==> src/rtl/pipelined_group_subtractor.sv <==
// Group-pipelined ripple-borrow subtractor: one GROUP_SIZE-bit group per stage, valid/ready flow control.
// Define SUB_OVERFLOW_EN to add the pipelined two's-complement overflow output Ovf.
module pipelined_group_subtractor #(
  parameter int unsigned N          = 16,
  parameter int unsigned GROUP_SIZE = 4
) (
  input  logic         clk,
  input  logic         rst,
  input  logic [N-1:0] A,
  input  logic [N-1:0] B,
  input  logic         Bin,
  input  logic         in_valid,
  output logic         in_ready,
  output logic [N-1:0] Diff,
  output logic         Bout,
  output logic         out_valid,
  input  logic         out_ready
`ifdef SUB_OVERFLOW_EN
  ,
  output logic         Ovf
`endif
);

  localparam int unsigned GS     = GROUP_SIZE;
  localparam int unsigned GROUPS = N / GROUP_SIZE;

  // Whole pipeline moves as one; a stalled output freezes every stage.
  logic advance;
  assign advance  = !out_valid || out_ready;
  assign in_ready = advance;

  for (genvar g = 0; g < GROUPS; g++) begin : g_stage
    // Stage g sees only the operand bits from its own group upward.
    localparam int unsigned IW = N - g * GS;
    localparam int unsigned DW = (g + 1) * GS;

    logic [IW-1:0] a_in;
    logic [IW-1:0] b_in;
    logic          br_in;
    logic          v_in;
    logic [GS:0]   bc;
    logic [GS-1:0] dg;
    logic [DW-1:0] d_d;
    logic [DW-1:0] d_q;
    logic          br_q;
    logic          v_q;

    if (g == 0) begin : g_src
      assign a_in  = A;
      assign b_in  = B;
      assign br_in = Bin;
      assign v_in  = in_valid;
      assign d_d   = dg;
    end else begin : g_src
      assign a_in  = g_stage[g-1].g_fwd.a_q;
      assign b_in  = g_stage[g-1].g_fwd.b_q;
      assign br_in = g_stage[g-1].br_q;
      assign v_in  = g_stage[g-1].v_q;
      assign d_d   = {dg, g_stage[g-1].d_q};
    end

    assign bc[0] = br_in;
    for (genvar i = 0; i < GS; i++) begin : g_bit
      assign dg[i]   = a_in[i] ^ b_in[i] ^ bc[i];
      assign bc[i+1] = (~a_in[i] & b_in[i]) | (~(a_in[i] ^ b_in[i]) & bc[i]);
    end

    always_ff @(posedge clk) begin
      if (rst) begin
        v_q  <= 1'b0;
        br_q <= 1'b0;
        d_q  <= '0;
      end else if (advance) begin
        v_q  <= v_in;
        br_q <= bc[GS];
        d_q  <= d_d;
      end
    end

    if (g < GROUPS - 1) begin : g_fwd
      localparam int unsigned UW = IW - GS;
      logic [UW-1:0] a_q;
      logic [UW-1:0] b_q;

      always_ff @(posedge clk) begin
        if (rst) begin
          a_q <= '0;
          b_q <= '0;
        end else if (advance) begin
          a_q <= a_in[IW-1:GS];
          b_q <= b_in[IW-1:GS];
        end
      end
    end
  end

  assign out_valid = g_stage[GROUPS-1].v_q;
  assign Diff      = g_stage[GROUPS-1].d_q;
  assign Bout      = g_stage[GROUPS-1].br_q;

`ifdef SUB_OVERFLOW_EN
  // Overflow is decided in the top stage, where the sign bits are still on hand.
  logic ovf_d;
  logic ovf_q;

  assign ovf_d = (g_stage[GROUPS-1].a_in[GS-1] != g_stage[GROUPS-1].b_in[GS-1]) &&
                 (g_stage[GROUPS-1].dg[GS-1]   != g_stage[GROUPS-1].a_in[GS-1]);

  always_ff @(posedge clk) begin
    if (rst) begin
      ovf_q <= 1'b0;
    end else if (advance) begin
      ovf_q <= ovf_d;
    end
  end

  assign Ovf = ovf_q;
`endif

endmodule
==> config.mk <==
export PLATFORM = sky130hd
export DESIGN_NAME = pipelined_group_subtractor
export DESIGN_NICKNAME = d
export VERILOG_FILES = /design/src/rtl/pipelined_group_subtractor.sv
export SDC_FILE = /design/constraint.sdc
export NUM_CORES = 1
export LEC_CHECK = 0
export ABC_AREA = 1
export BUFFER_PORTS_ARGS = -buffer_cell sky130_fd_sc_hd__buf_2
export CORE_ASPECT_RATIO = 0.6
export CORE_MARGIN = 2
export CORE_UTILIZATION = 60
export CTS_BUF_LIST = sky130_fd_sc_hd__clkbuf_8
export DETAILED_ROUTE_END_ITERATION = 8
export GPL_TIMING_DRIVEN = 0
export PLACE_DENSITY_LB_ADDON = 0.3
export SKIP_LAST_GASP = 1
export SYNTH_ARGS = -nofsm -noshare
export SYNTH_HDL_FRONTEND = slang
export SYNTH_SLANG_ARGS = --single-unit
export TNS_END_PERCENT = 50
==> constraint.sdc <==
create_clock -name clk -period 3.1 [get_ports clk]
set_clock_uncertainty 0.1 [all_clocks]
set_input_delay 0 -clock clk [delete_from_list [all_inputs] [get_ports clk]]
set_output_delay 0 -clock clk [all_outputs]
set_load 0.02 [all_outputs]
After elaboration in Yosys (flattened, before gate mapping)
Cells that the tools add are included.

Reduce and logical (&&, ||, !) cells: 2. Bitwise logic cells: 112.

Operators with widths (number): AND 1 bit (32); NOT 1 bit (32); bitwise XOR 1 bit (32); bitwise OR 1 bit (16); zero test 1 bit (1); logical OR 1 bit (1).

Bits of input ports: 37. Flip-flop bits (word level): 96.

Logic depth before layout (Yosys ltp)
Word-level depth: 10. Depth in mapped cells: 10. Depth with buffers taken out: 10.

Least setup slack after synthesis
OpenSTA, ideal clock, no wires.

Path type: reg2reg. From: reg g_stage[0].br_q. To: reg g_stage[1].d_q[7]. Cell stages (with the launch flop): 10. Data arrival time: 1887 ps. Required time: 2887 ps. Clock period less this slack: 2100 ps. Setup time: 113 ps. Buffers on the path: 0. Slack: 1000 ps. Cell sequence: dfxtp_1 inv_1 fa_1 inv_1 fa_1 fa_1 inv_1 fa_1 nor2_1 nor2_1.

Word-level cells in the longest chain between the ends: 7.

Ends and longest elaborated chain: start, declared (RTL line 45) `logic br_q;`; start signal, assigned (RTL line 75) `br_q <= bc[GS];`; AND 1 bit (RTL line 65) `assign bc[i+1] = (~a_in[i] & b_in[i]) | (~(a_in[i] ^ b_in[i]) & bc[i]);`; bitwise OR 1 bit (RTL line 65); AND 1 bit (RTL line 65); bitwise OR 1 bit (RTL line 65); AND 1 bit (RTL line 65); bitwise OR 1 bit (RTL line 65); bitwise XOR 1 bit (RTL line 64) `assign dg[i] = a_in[i] ^ b_in[i] ^ bc[i];`; net g_stage[1].d_d[7] (RTL line 43) `logic [DW-1:0] d_d;`; end signal, assigned (RTL line 72) `d_q <= '0;`; end signal, assigned (RTL line 76) `d_q <= d_d;`; end, declared (RTL line 44) `logic [DW-1:0] d_q;`.

The timed path passes the listed nets, and every way through them passes these cells. A chain may end at the register's enable or synchronous reset.

Worst setup path after layout
From: in A[0]. To: reg g_stage[0].d_q[3].

Word-level cells in the longest chain between the ends: 9.

Ends and longest elaborated chain: start, declared (RTL line 9) `input logic [N-1:0] A,`; bitwise XOR 1 bit (RTL line 65); NOT 1 bit (RTL line 65); AND 1 bit (RTL line 65); bitwise OR 1 bit (*) (RTL line 65); AND 1 bit (*) (RTL line 65); bitwise OR 1 bit (*) (RTL line 65); AND 1 bit (*) (RTL line 65); bitwise OR 1 bit (*) (RTL line 65); bitwise XOR 1 bit (*) (RTL line 64); net g_stage[0].d_d[3] (RTL line 43); end signal, assigned (RTL line 72); end signal, assigned (RTL line 76); end, declared (RTL line 44).

The timed path passes the listed nets; every way through them passes the cells marked *.

==> results.sh <==
export IMPL_grt_pass1_wl_mm=17.6
export IMPL_synth_distinct_cells=13
export IMPL_grt_max_degree=15
export IMPL_synth_top_family_by_area="simple AND/OR/NAND/NOR gates"
export IMPL_p_comb_share_pct=18.0
export IMPL_cts_tree="built"
export IMPL_clk_latency_ps=380
export IMPL_post_cts_resized=0
export IMPL_cp_depth=11
export IMPL_fp_coreArea_um2=7240
export IMPL_cp_start_kind="primary input"
export IMPL_p_switching_mw=0.751
export IMPL_p_leak_nw=2.57
export IMPL_die_x_um=115
export IMPL_ys_ff_latch=96
export IMPL_synth_warnings=0
export IMPL_power_frac_seq_pct=51.4
export IMPL_avgSynthCellArea_um2=6.78
export IMPL_intPower_mw=1.95
export IMPL_io_buffers=55
export IMPL_vias=4138
export IMPL_rr_worst_depth=8
export IMPL_cts_hold_buf=32
export IMPL_finalSetupTns_ps=0
export IMPL_hold_viol_final=0
export IMPL_clock_sinks=96
export IMPL_dp_cells=818
export IMPL_crit_family="buffers and inverters"
export IMPL_ys_flop_type="dfxtp_1"
export IMPL_cp_arrival_ps=2810
export IMPL_syn2layout_area_growth_pct=20.7
export IMPL_cpPeakStageDelay_ps=560
export IMPL_first_pass_iters=5
export IMPL_synth_area_leaders="dfxtp_1 (43%), nor2_1 (16%), nand3_1 (11%)"
export IMPL_cp_end_kind="register"
export IMPL_synthArstFlopShare_pct=0
export IMPL_place_gp_congestion=0.871
export IMPL_synth_fp_nets=712
export IMPL_synth_seq_area_share_pct=43.0
export IMPL_cp_max_fo=1
export IMPL_rr_startpoint="g_stage[1].g_fwd.a_q[0]$_SDFFE_PP0P_"
export IMPL_dp_hpwl_mm=7.03
export IMPL_timing_worst_slew_pin_value_ps=511
export IMPL_slowest_stage="dlygate4sd3_1"
export IMPL_multi_input_area_um2=1890
export IMPL_hp_class="in2reg"
export IMPL_ant_nets=0
export IMPL_status="finished clean"
export IMPL_crit_start="A[0]"
export IMPL_grt_overflow=0
export IMPL_grt_pass1_vias=4022
export IMPL_seqCellArea_um2=1920
export IMPL_period_needed_ps=2630
export IMPL_clock_power_share_pct=30.6
export IMPL_synth_simple_area_share_pct=34.9
export IMPL_die_y_um=70.9
export IMPL_drtIter0Drc=389
export IMPL_crit_type="in2reg"
export IMPL_drc=0
export IMPL_path_clk_slew_ps=90
export IMPL_ioPinCount=56
export IMPL_synth_top_area_cell="dfxtp_1"
export IMPL_die_area_um2=8180
export IMPL_wl_mm=10.2
export IMPL_grt_use_total_pct=27.4
export IMPL_root_buffer="clkbuf_8"
export IMPL_rsz0062_at_grt="false"
export IMPL_cts_buffer_depth=2
export IMPL_cpMostUsedCell="fa_1"
export IMPL_syn_inst=659
export IMPL_rows=24
export IMPL_instances_no_fill=866
export IMPL_period_share_pct=84.9
export IMPL_min_path_cells=5
export IMPL_wire_per_inst_um=11.8
export IMPL_cts_made_buffers=9
export IMPL_worstPathCellList="dlygate4sd3_1 -> buf_2 -> fa_1 -> inv_1 -> fa_1 -> fa_1 -> inv_1 -> fa_1 -> dlygate4sd3_1 -> nor2_1 -> nor2_1"
export IMPL_required_ps=3280
export IMPL_slew_headroom_pct=65.9
export IMPL_synth_area_um2=4470
export IMPL_layout_drive_gt1_share_pct=12.5
export IMPL_synth_compound_area_share_pct=0.112
export IMPL_yosys_area_top_type_share_pct=43.0
export IMPL_p_sw_share_pct=27.8
export IMPL_setup_violations=0
export IMPL_drv_cap=0
export IMPL_htreeDepth=3
export IMPL_synthTopCellsByCount="nor2_1 (190), inv_1 (120), dfxtp_1 (96), nand2_1 (96), nand3_1 (95)"
export IMPL_initial_core_util_pct=61.8
export IMPL_holdCritStartpoint="out_ready"
export IMPL_cts_setup_buffers=0
export IMPL_synth_edf_count=0
export IMPL_antenna_found_initial=0
export IMPL_via_per_inst=4.78
export IMPL_p_per_area_nw_per_um2=500
export IMPL_muxShareOfSynthArea_pct=0
export IMPL_finalMaxSlewViolations=0
export IMPL_antennaDiodeCount=0
export IMPL_num_fill_cells=578
export IMPL_synthXorXnorAreaFrac_pct=0
export IMPL_fmax_mhz=380
export IMPL_fin_nets=810
export IMPL_synth_fa_ha_area_share_pct=7.16
export IMPL_yosysMostFrequentCell="nor2_1"
export IMPL_crit_buf_inv=5
export IMPL_irDropWorstVdd_mv=0.347
-- kinds of logic after synthesis --
kind of cell    after synthesis
compound gates                1
simple gates                382
fa+ha+maj                    16
buf+inv                     164
flops                        96
-- power by group through the flow --
stage / combinational [mW] / clock (mW) / sequential (mW)
5_1_grt: 0.556 / 0.892 / 1.40
2_1_floorplan: 0.294 / 0 / 1.43
3_5_place_dp: 0.441 / 0 / 1.42
6_report: 0.485 / 0.827 / 1.39
4_1_cts: 0.480 / 0.837 / 1.39
3_3_place_gp: 0.427 / 0 / 1.41
-- worst min-delay path, cell delays in order --
cell and delay, ps:
buf_2 120, nor2_4 70, buf_4 170, nor2_1 90, nor2_1 50
-- metrics by stage --
step / hold slack (ps) / utilization [%] / power (mW) / setup slack [ps] / instance area, um2
4_1_cts: 41.3 / 74.6 / 2.70 / 481 / 5400
3_5_place_dp: 101 / 67.4 / 1.86 / 824 / 4880
6_report: 55.2 / 74.6 / 2.70 / 467 / 5400
2_1_floorplan: -30.9 / - / 1.72 / 1000 / 4470
5_1_grt: 79.2 / 74.6 / 2.85 / 316 / 5400
3_3_place_gp: 98.6 / 67.4 / 1.84 / 876 / 4880
-- layout by cell type, fill, tap and decap left out, drive strengths merged --
cell type / Yosys / routed
nor2: 191 / 191
inv: 123 / 125
dfxtp: 96 / 96
nand2: 96 / 96
nand3: 95 / 95
buf: 29 / 84
dlygate4sd3: 0 / 32
clkbuf: 12 / 23
fa: 16 / 16
clkinv: 0 / 2
a21oi: 1 / 1
bufinv: 0 / 1
-- layer usage --
layer,vias to the layer above,share of wire (%),global-route usage (%)
li1,2119,-,-
met1,1889,47,36.6
met2,114,45,44.8
met3,16,6.6,6.17
met4,0,1.4,8.43
met5,-,0,0
-- layout make-up --
class / count / area share [%]
plain buffers: 41 / 3.73
clock buffers: 11 / 2.81
clock inverters: 5 / 0.881
inverters: 123 / 8.56
multi-input cells: 399 / 34.9
flip-flops and latches: 96 / 35.6
well taps: 104 / 2.41
repair buffers: 87 / 11.0
-- worst paths after layout --
kind                            slack (ps)                                   end
worst max-delay path                   470        g_stage[0].d_q[3]$_SDFFE_PP0P_
worst min-delay path                    60           g_stage[2].v_q$_SDFFE_PP0P_
worst max register to register         810       g_stage[2].d_q[11]$_SDFFE_PP0P_
worst min register to register         390  g_stage[2].g_fwd.a_q[3]$_SDFFE_PP0P_
-- sequential cells by signal, indices dropped and copies added (netlist names) --
register,cells
g_stage.g_fwd.a_q,24
Bout,1
out_valid,1
g_stage.g_fwd.b_q,24
Diff,16
g_stage.v_q,3
g_stage.d_q,24
g_stage.br_q,3
Power figures use the tool's default switching activity.
